$ cat src/rtl/accel_hub_if.sv
// CPU-side accelerator port bundle.
//   master : CPU side, drives channel id, read/write strobes and write data
//   slave  : hub side, returns can_read/can_write and read data
interface accel_hub_if #(
   parameter int ID_WIDTH   = 4,
   parameter int DATA_WIDTH = 16
);
   logic [ID_WIDTH-1:0]   accel_id;
   logic                  accel_can_read;
   logic                  accel_can_write;
   logic                  accel_read_enable;
   logic                  accel_write_enable;
   logic [DATA_WIDTH-1:0] accel_read_data;
   logic [DATA_WIDTH-1:0] accel_write_data;

   modport master (
      output accel_id, accel_read_enable, accel_write_enable, accel_write_data,
      input  accel_can_read, accel_can_write, accel_read_data
   );

   modport slave (
      input  accel_id, accel_read_enable, accel_write_enable, accel_write_data,
      output accel_can_read, accel_can_write, accel_read_data
   );
endinterface

$ cat src/rtl/accel_hub.sv
// Accelerator interconnect between the CPU accelerator port and NUM_ACCELS
// device adapters.
//   clk, rst_n        : clock, async active-low reset
//   cpu_rst           : CPU reset, released on the first edge after rst_n rises
//   cpu (slave)       : CPU accelerator port (id, strobes, data, can_read/can_write)
//   dev_can_read/write: per-device ready flags
//   dev_read_enable   : per-device read strobe (combinational pass-through)
//   dev_write_enable  : per-device write strobe from the posted-write FIFO head
//   dev_read_data     : packed device read data, device i at [i*DATA_WIDTH +: DATA_WIDTH]
//   dev_write_data    : data of the FIFO head entry
//   event_in          : per-channel event pulse (event channels only)
//   fifo_level        : posted-write FIFO occupancy
module accel_hub #(
   parameter int                    NUM_ACCELS = 4,
   parameter int                    DATA_WIDTH = 16,
   parameter int                    ID_WIDTH   = 4,
   parameter int                    FIFO_DEPTH = 4,
   parameter logic [NUM_ACCELS-1:0] EVENT_MASK = NUM_ACCELS'(1)
) (
   input  logic                             clk,
   input  logic                             rst_n,
   output logic                             cpu_rst,
   accel_hub_if.slave                       cpu,
   input  logic [NUM_ACCELS-1:0]            dev_can_read,
   input  logic [NUM_ACCELS-1:0]            dev_can_write,
   output logic [NUM_ACCELS-1:0]            dev_read_enable,
   output logic [NUM_ACCELS-1:0]            dev_write_enable,
   input  logic [NUM_ACCELS*DATA_WIDTH-1:0] dev_read_data,
   output logic [DATA_WIDTH-1:0]            dev_write_data,
   input  logic [NUM_ACCELS-1:0]            event_in,
   output logic [$clog2(FIFO_DEPTH):0]      fifo_level
);
   localparam int PTR_W = $clog2(FIFO_DEPTH);
   localparam int LVL_W = PTR_W + 1;
   localparam int ENT_W = ID_WIDTH + DATA_WIDTH;

   logic                  cpu_rst_q, cpu_rst_d;
   logic [NUM_ACCELS-1:0] pending_q, pending_d;
   logic [PTR_W-1:0]      wr_ptr_q, wr_ptr_d;
   logic [PTR_W-1:0]      rd_ptr_q, rd_ptr_d;
   logic [LVL_W-1:0]      level_q, level_d;
   logic [ENT_W-1:0]      mem_q [FIFO_DEPTH];
   logic [ENT_W-1:0]      mem_d [FIFO_DEPTH];

   logic [NUM_ACCELS-1:0] sel;
   logic [NUM_ACCELS-1:0] head_sel;
   logic [ID_WIDTH-1:0]   head_id;
   logic                  fifo_empty;
   logic                  is_normal;
   logic                  can_read;
   logic                  can_write;
   logic                  read_done;
   logic                  push;
   logic                  pop;

   assign fifo_empty = (level_q == '0);
   assign head_id    = mem_q[rd_ptr_q][ENT_W-1 -: ID_WIDTH];

   // One-hot decode of the CPU id and the FIFO head id; ids at or above
   // NUM_ACCELS decode to all-zero and so select nothing.
   always_comb begin
      sel      = '0;
      head_sel = '0;
      for (int i = 0; i < NUM_ACCELS; i++) begin
         sel[i]      = (cpu.accel_id == ID_WIDTH'(i));
         head_sel[i] = (head_id == ID_WIDTH'(i));
      end
   end

   assign is_normal = |(sel & ~EVENT_MASK);

   // Normal reads wait for an empty FIFO so a read never overtakes posted writes.
   assign can_read  = (|(sel & EVENT_MASK & pending_q))
                    | ((|(sel & ~EVENT_MASK & dev_can_read)) & fifo_empty);
   // Registered level only: a pop on this edge does not free a slot for this push.
   assign can_write = is_normal & (level_q < LVL_W'(FIFO_DEPTH));
   assign read_done = cpu.accel_read_enable & can_read;
   assign push      = cpu.accel_write_enable & can_write;

   assign dev_read_enable  = read_done ? (sel & ~EVENT_MASK) : '0;
   assign dev_write_enable = fifo_empty ? '0 : (head_sel & dev_can_write & ~EVENT_MASK);
   assign pop              = |dev_write_enable;
   assign dev_write_data   = mem_q[rd_ptr_q][DATA_WIDTH-1:0];

   assign cpu.accel_can_read  = can_read;
   assign cpu.accel_can_write = can_write;
   assign cpu_rst             = cpu_rst_q;
   assign fifo_level          = level_q;

   always_comb begin
      cpu.accel_read_data = '0;
      for (int i = 0; i < NUM_ACCELS; i++) begin
         if (sel[i] && !EVENT_MASK[i]) begin
            cpu.accel_read_data = dev_read_data[i*DATA_WIDTH +: DATA_WIDTH];
         end
      end
   end

   always_comb begin
      cpu_rst_d = 1'b0;

      // Event set has priority over a same-cycle read clear.
      pending_d = pending_q;
      for (int i = 0; i < NUM_ACCELS; i++) begin
         if (event_in[i]) begin
            pending_d[i] = 1'b1;
         end else if (read_done && sel[i]) begin
            pending_d[i] = 1'b0;
         end
      end
      pending_d = pending_d & EVENT_MASK;

      mem_d    = mem_q;
      wr_ptr_d = wr_ptr_q;
      rd_ptr_d = rd_ptr_q;
      if (push) begin
         mem_d[wr_ptr_q] = {cpu.accel_id, cpu.accel_write_data};
         wr_ptr_d        = wr_ptr_q + PTR_W'(1);
      end
      if (pop) begin
         rd_ptr_d = rd_ptr_q + PTR_W'(1);
      end
      level_d = level_q + LVL_W'(push) - LVL_W'(pop);
   end

   always_ff @(posedge clk or negedge rst_n) begin
      if (!rst_n) begin
         cpu_rst_q <= 1'b1;
         pending_q <= EVENT_MASK;
         wr_ptr_q  <= '0;
         rd_ptr_q  <= '0;
         level_q   <= '0;
         for (int i = 0; i < FIFO_DEPTH; i++) begin
            mem_q[i] <= '0;
         end
      end else begin
         cpu_rst_q <= cpu_rst_d;
         pending_q <= pending_d;
         wr_ptr_q  <= wr_ptr_d;
         rd_ptr_q  <= rd_ptr_d;
         level_q   <= level_d;
         for (int i = 0; i < FIFO_DEPTH; i++) begin
            mem_q[i] <= mem_d[i];
         end
      end
   end
endmodule

$ cat src/flat_wrapper.sv
// flat-port wrapper written by rule: the top's interface ports become plain ports
module accel_hub_flat 
#(
   parameter int                    NUM_ACCELS = 4,
   parameter int                    DATA_WIDTH = 16,
   parameter int                    ID_WIDTH   = 4,
   parameter int                    FIFO_DEPTH = 4,
   parameter logic [NUM_ACCELS-1:0] EVENT_MASK = NUM_ACCELS'(1)
)
  (clk, rst_n, cpu_rst, dev_can_read, dev_can_write, dev_read_enable, dev_write_enable, dev_read_data, dev_write_data, event_in, fifo_level, cpu_accel_id, cpu_accel_read_enable, cpu_accel_write_enable, cpu_accel_write_data, cpu_accel_can_read, cpu_accel_can_write, cpu_accel_read_data);
  accel_hub_if #(.ID_WIDTH(ID_WIDTH), .DATA_WIDTH(DATA_WIDTH)) cpu_i ();
  input  logic clk;
  input  logic rst_n;
  output logic cpu_rst;
  input  logic [NUM_ACCELS-1:0] dev_can_read;
  input  logic [NUM_ACCELS-1:0] dev_can_write;
  output logic [NUM_ACCELS-1:0] dev_read_enable;
  output logic [NUM_ACCELS-1:0] dev_write_enable;
  input  logic [NUM_ACCELS*DATA_WIDTH-1:0] dev_read_data;
  output logic [DATA_WIDTH-1:0] dev_write_data;
  input  logic [NUM_ACCELS-1:0] event_in;
  output logic [$clog2(FIFO_DEPTH):0] fifo_level;
  input wire logic [$bits(cpu_i.accel_id)-1:0] cpu_accel_id;
  input wire logic [$bits(cpu_i.accel_read_enable)-1:0] cpu_accel_read_enable;
  input wire logic [$bits(cpu_i.accel_write_enable)-1:0] cpu_accel_write_enable;
  input wire logic [$bits(cpu_i.accel_write_data)-1:0] cpu_accel_write_data;
  output wire logic [$bits(cpu_i.accel_can_read)-1:0] cpu_accel_can_read;
  output wire logic [$bits(cpu_i.accel_can_write)-1:0] cpu_accel_can_write;
  output wire logic [$bits(cpu_i.accel_read_data)-1:0] cpu_accel_read_data;
  assign cpu_i.accel_id = cpu_accel_id;
  assign cpu_i.accel_read_enable = cpu_accel_read_enable;
  assign cpu_i.accel_write_enable = cpu_accel_write_enable;
  assign cpu_i.accel_write_data = cpu_accel_write_data;
  assign cpu_accel_can_read = cpu_i.accel_can_read;
  assign cpu_accel_can_write = cpu_i.accel_can_write;
  assign cpu_accel_read_data = cpu_i.accel_read_data;
  accel_hub #(.NUM_ACCELS(NUM_ACCELS), .DATA_WIDTH(DATA_WIDTH), .ID_WIDTH(ID_WIDTH), .FIFO_DEPTH(FIFO_DEPTH), .EVENT_MASK(EVENT_MASK)) u_core (.clk(clk), .rst_n(rst_n), .cpu_rst(cpu_rst), .cpu(cpu_i), .dev_can_read(dev_can_read), .dev_can_write(dev_can_write), .dev_read_enable(dev_read_enable), .dev_write_enable(dev_write_enable), .dev_read_data(dev_read_data), .dev_write_data(dev_write_data), .event_in(event_in), .fifo_level(fifo_level));
endmodule
$ cat config.mk
export PLATFORM = sky130hd
export DESIGN_NAME = accel_hub_flat
export DESIGN_NICKNAME = d
export VERILOG_FILES = /design/src/rtl/accel_hub_if.sv /design/src/rtl/accel_hub.sv /design/src/flat_wrapper.sv
export SDC_FILE = /design/constraint.sdc
export NUM_CORES = 1
export LEC_CHECK = 0
export BUFFER_PORTS_ARGS = -buffer_cell sky130_fd_sc_hd__buf_2
export CAP_MARGIN = 30
export CORE_MARGIN = 1
export CORE_UTILIZATION = 40
export CTS_BUF_LIST = sky130_fd_sc_hd__clkbuf_2
export DETAILED_ROUTE_END_ITERATION = 6
export PLACE_DENSITY_LB_ADDON = 0.15
export SYNTH_ARGS = -nofsm -noshare
export SYNTH_HDL_FRONTEND = slang
export SYNTH_SLANG_ARGS = --single-unit
export TNS_END_PERCENT = 1
$ cat constraint.sdc
create_clock -name clk -period 3.15 [get_ports clk]
set_clock_uncertainty 0.15 [all_clocks]
set_input_delay 0.7875 -clock clk [delete_from_list [all_inputs] [get_ports clk]]
set_output_delay 0.7875 -clock clk [all_outputs]
set_load 0.02 [all_outputs]
== After elaboration in Yosys (flattened, before gate mapping) ==
Cells that the tools add are included.
Widths: inputs -> output; s select.
Storage, ports and cells
  register bits: 89
  latch bits: 0
  memory bits (writable): 0
  bits in read-only memories: 0
  bits of input ports: 100
  output and inout bits: 46
  logic and storage cells: 56
  memories: 0
Cells by class
  add/sub/neg operators: 4
  multipliers: 0
  div/mod/pow operators: 0
  magnitude comparators: 4
  equality and inequality tests: 6
  shifts and indexed selects: 0
  muxes and demuxes: 13
  bitwise logic cells: 10
  reduce and logical (&&, ||, !) cells: 10
Operators by type and width (number)
  $bwmux 80: 1
  $mux 20: 3
  $mux 16: 3
  $bmux 20 s2: 1
  $demux 20 s2: 1
  $eq 4x2->1 const B: 4
  $reduce_or 4->1: 3
  $and 4x4->4: 2
  $eq 4x1->1 const B: 2
  $logic_not 4->1: 2
  $mux 4: 2
  $ge 3x3->1 const B: 2
  $not 2->3: 2
  $and 1x1->1: 5
  $add 2x1->2 const B: 2
  $add 3x1->3: 1
  $logic_not 3->1: 1
  $lt 3x1->1 const B: 1
  $lt 3x3->1 const B: 1
  $reduce_or 3->1: 1
  $sub 3x1->3: 1
  $logic_and 1x1->1: 2
  $mux 1: 2
  $reduce_bool 2->1: 1
  $or 1x1->1: 1

== Depth between registers and ports, before layout ==
  depth in word-level cells: 9
  mapped depth: 12
  depth with buffers taken out: 10

== Worst setup path after synthesis ==
Ideal clock, no wire load.
  kind: in2out
  start point: in cpu_accel_id[1]
  end point: out cpu_accel_read_data[5]
  arrival: 2111 ps
  required time: 2213 ps
  slack: 102 ps
  stages on the path: 6
  buffers on the path: 3
  path through: clkbuf_1 nor2b_1 clkbuf_1 clkbuf_1 a22oi_1 nor2_1
Between the ends
  longest elaborated chain between the ends: 4
  elaborated cells on any way between the ends: 6
  those cells by class: eq/ne: 3; mux: 3
RTL lines
  start: declaration: RTL line flat_wrapper.sv:23  | input wire logic [$bits(cpu_i.accel_id)-1:0] cpu_accel_id;
  $eq 4x1->1: RTL line accel_hub.sv:65  | sel[i] = (cpu.accel_id == ID_WIDTH'(i));
  $mux 16 (2 in series): RTL line accel_hub.sv:93  | if (sel[i] && !EVENT_MASK[i]) begin
  $mux 16 (*): RTL line accel_hub.sv:93
  end: declaration: RTL line flat_wrapper.sv:29  | output wire logic [$bits(cpu_i.accel_read_data)-1:0] cpu_accel_read_data;
Every way passes the cells marked *; elsewhere a longest branch is shown, timed or not.

== Worst setup path in the final report ==
  start point: reg u_core.rd_ptr_q[1]
  end point: out dev_write_enable[3]
Between the ends
  longest elaborated chain between the ends: 7
RTL lines
  start: declaration: RTL line accel_hub.sv:40  | logic [PTR_W-1:0] rd_ptr_q, rd_ptr_d;
  start signal: assignment: RTL line accel_hub.sv:140  | rd_ptr_q <= rd_ptr_d;
  $not 2->3 (not written as such): RTL line accel_hub.sv:57  | assign head_id = mem_q[rd_ptr_q][ENT_W-1 -: ID_WIDTH];
  $bmux 20 s2: RTL line accel_hub.sv:57
  $mux 20 (not written as such) (2 in series): RTL line accel_hub.sv:57
  $eq 4x2->1: RTL line accel_hub.sv:66  | head_sel[i] = (head_id == ID_WIDTH'(i));
  $and 4x4->4: RTL line accel_hub.sv:81  | assign dev_write_enable = fifo_empty ? '0 : (head_sel & dev_can_write & ~EVENT_MASK);
  $mux 4: RTL line accel_hub.sv:81
  end: declaration: RTL line flat_wrapper.sv:18  | output logic [NUM_ACCELS-1:0] dev_write_enable;
Every way passes these cells. The select of a mux whose other input is x is not followed.

==> key figures <==
Outcome
  – Outcome: finished, violations left
  – Failing checks: design-rule violations

Floorplan
  – Die Area: approximately 12000 um2
  – Initial Util: between 40% and 50%
  – I/O pins: between 100 and 150
  – Die H: ~110 um
  – FP Rows: 39
  – Core Area: 11600 um2
  – Die W: ~110 um

Hold path
  – Hold Path Class: in2reg
  – Hold endpoint: u_core.pending_q[0]
  – Hold Path Origin: event_in[0]
  – Hold depth: 2

Logic synthesis
  – Unique masters post-synth: 41
  – Post-Synthesis Cells: approximately 340
  – Count of state elements after synthesis: 89
  – Syn Std Cell Area: 4810 um2
  – Register area share after synthesis: between 40 and 50%
  – Synthesis Warnings: 0
  – Average size of a mapped cell: approximately 14 um2

Detailed routing
  – Iteration-0 DRC count of the detailed router: around 150
  – Drt total wl: approximately 10 mm
  – ANT nets after route: 0
  – DRC Markers: 4
  – First drt pass iteration count: 6
  – Via density per instance: about 5
  – Vias: slightly above 3000
  – Wire per inst: between 15 and 20 um

Worst setup path
  – CP max FO: 4
  – Worst r2r src: u_core.rd_ptr_q[0]
  – R2R Setup Slk: 0.27 ns
  – Reg2Reg Depth: 11
  – Critical Path Max Stage Delay: a little under 0.5 ns
  – Critical path class: reg2out
  – Critical Path RT: 2.21 ns
  – Family with the most delay on the worst path: flip-flops
  – CP endpoint kind: primary output
  – R2r endpoint: u_core.fifo_level[2]
  – CP arrival: ~2.1 ns
  – Buf/Inv on CP: 2
  – Crit path cell chain: buf_12, nor3b_1, o21ai_1, o31a_1, nand2b_4, nor2_1, buf_2
  – Crit start category: register
  – Crit-path slowest cell: dfrtp_2

STA
  – Final setup fails: 0
  – Post-route minimum period: 3.02 ns
  – Hold Slack: about 0.28 ns
  – Hold Fails Final Rpt: 0
  – Final Cycle Share: between 90% and 100%
  – Max Fclk: 331 MHz
  – Final Slew Violations: 0
  – Fin Setup TNS: 0 ns
  – Setup ws final: approximately 0.13 ns
  – Unrepaired setup endpoints after global routing: false

Clock network
  – Clk Tree Root Cell: clkbuf_2
  – Number of CTS-inserted buffers: 9
  – Max clock buf depth: 2
  – Clock sinks: 89
  – CTS clk-pin slew, worst paths: ~0.23 ns
  – Clk_lat worst skew: around 0.53 ns
  – CTS tree: yes
  – CTS H-Tree Depth: 3

Placement
  – HPWL after DPL: roughly 6.7 mm
  – GP Congestion: 0.739
  – Area after DPL: between 5000 and 6000 um2
  – Dpl ws: about 0.11 ns
  – Port Buffer Count: between 100 and 150

Cells and area
  – Layout area overhead: 20.0%
  – Final Cell Area: between 5000 and 6000 um2
  – Final nets: about 570
  – Ant diodes: 0
  – Fillers: 1029
  – Share of cells above drive strength 1: roughly three fifths
  – Util after Layout: between 40% and 50%

Power
  – VDD IR-drop max: between 0.2 and 0.3 mV
  – Power per standard cell area: roughly 830 nW/um2
  – Leakage: 0.00309 uW

GRT
  – Initial antenna violation count: 0
  – First-pass GRT wire length: between 15 and 20 mm
  – Largest net degree at the start of global routing: 36
  – Global route total overflow: 0
  – Global-route usage over all layers: approximately 17%
  – Vias in the first global route: between 3000 and 4000

Flow run
  – Max Cap Viol: 0
-- cell usage after synthesis --
master	count	area (um2)
xor2_1	3	26.3
buf_1	3	11.3
buf_2	3	15.0
a21oi_2	1	8.76
nor3_2	1	10.0
a31oi_1	1	6.26
clkbuf_1	9	33.8
nor3_1	5	25.0
o221ai_1	1	8.76
o211ai_1	1	7.51
a22oi_1	16	120
mux4_2	18	405
mux2_4	72	1080
a21o_1	1	7.51
o32ai_1	1	8.76
nand2b_1	4	25.0
a21oi_1	3	15.0
dfstp_2	2	52.6
nor3b_1	1	7.51
conb_1	1	3.75
nand2_1	8	30.0
xnor2_1	2	17.5
and2_4	1	8.76
nor2_1	24	90.1
buf_12	1	20.0
nand4_1	1	6.26
mux2i_1	1	10.0
dfrtp_1	87	2180
inv_1	9	33.8
o31a_1	2	17.5
or2_1	1	6.26
nor2b_1	1	6.26
o21ai_0	2	10.0
ha_1	6	75.1
fa_1	1	20.0
and2_1	8	50.1
nand3_1	3	15.0
nand2_4	4	45.0
mux2_2	16	180
buf_6	9	101
buf_4	2	15.0
-- through the flow --
| stage | total power (uW) | cells |
|---|---|---|
| 6_report | 4770 | 610 |
| 5_1_grt | 5070 | 610 |
| 4_1_cts | 4820 | 610 |
| 3_5_place_dp | 3950 | 588 |
| 3_3_place_gp | 3910 | 588 |
| 2_1_floorplan | 3400 | 338 |
-- worst max-delay path by stage --
| stage | depth (start not counted) | slack, ns | end | from |
|---|---|---|---|---|
| final | 7 | 0.13 | dev_write_enable[3] | u_core.rd_ptr_q[1] |
| after global routing | 6 | 0.002 | dev_write_enable[3] | u_core.fifo_level[2] |
| after CTS | 7 | 0.007 | dev_write_enable[2] | u_core.rd_ptr_q[1] |
| after detailed placement | 6 | 0.11 | cpu_accel_read_data[2] | cpu_accel_id[1] |
| after global placement | 6 | 0.13 | cpu_accel_read_data[2] | cpu_accel_id[1] |
| after floorplan | 6 | 0.10 | cpu_accel_read_data[5] | cpu_accel_id[1] |
-- state kept, by name, summed over array words and instances, names as in the netlist --
register           cells
u_core.cpu_rst         1
u_core.fifo_level      3
u_core.mem_q          80
u_core.pending_q       1
u_core.rd_ptr_q        2
u_core.wr_ptr_q        2
-- cell usage in the layout, fill, tap and decap left out, types with 2 or more instances in the layout --
cell,synthesis,layout
nand3_1,3,3
a21oi_1,3,3
buf_2,3,119
clkinvlp_4,0,2
ha_1,6,6
nand2_1,8,8
xor2_1,3,3
nor2_1,24,24
bufinv_16,0,3
clkbuf_2,0,10
nand2b_1,4,3
mux2_2,16,16
conb_1,1,3
nor3_2,1,3
nand2_4,4,4
buf_12,1,2
mux2_4,72,72
o31a_1,2,2
dfrtp_1,87,85
a22oi_1,16,16
buf_4,2,16
inv_1,9,9
dfrtp_2,0,2
and2_1,8,8
nor3_1,5,3
xnor2_1,2,2
mux4_2,18,18
dfstp_2,2,2
-- logic make-up (layout without fill, tap and decap cells) --
family,after synthesis,in the layout,synth area share [%]
flip-flops,89,89,46.3
adder cells (fa/ha/maj),7,7,1.98
other,1,3,0.0779
AND/OR/NAND/NOR,62,62,6.76
multiplexers,107,107,34.8
AO/OA/AOI/OAI,29,29,4.37
XOR/XNOR,5,5,0.910
buffers and inverters,36,165,4.78
-- layer usage --
metal	wire length (um)	GRT usage [%]	share of wire, %	up-vias
met4	68	3.60	0.68	0
li1	-	-	-	1443
met1	4640	23.6	46	1528
met2	4880	27.3	49	78
met3	452	4.79	4.5	5
met5	0	0	0	-
-- final cells by class --
class,count,area [um2],share of cell area [%]
multi-input cells,213,2380,41.2
flip-flops and latches,89,2230,38.6
repair buffers,140,785,13.6
well taps,143,179,3.10
clock inverters,6,116,2.01
clock buffers,10,50.0,0.867
inverters,9,33.8,0.585
-- power by group --
part / switching [uW] / total (uW) / internal, uW
logic: 930 / 2190 / 1260
registers: 271 / 1840 / 1570
clock network: 391 / 741 / 350
total: 1590 / 4770 / 3180
-- timing repair --
action | in CTS | in global routing
gates resized for setup | 8 | 1
setup buffers | 5 | 0
hold buffers | 1 | 0
pin swaps | 2 | 2
setup endpoints to repair | 2 | 6
endpoints found under the hold margin | 22 | 0
No activity file was read; power rests on OpenSTA's default activity.
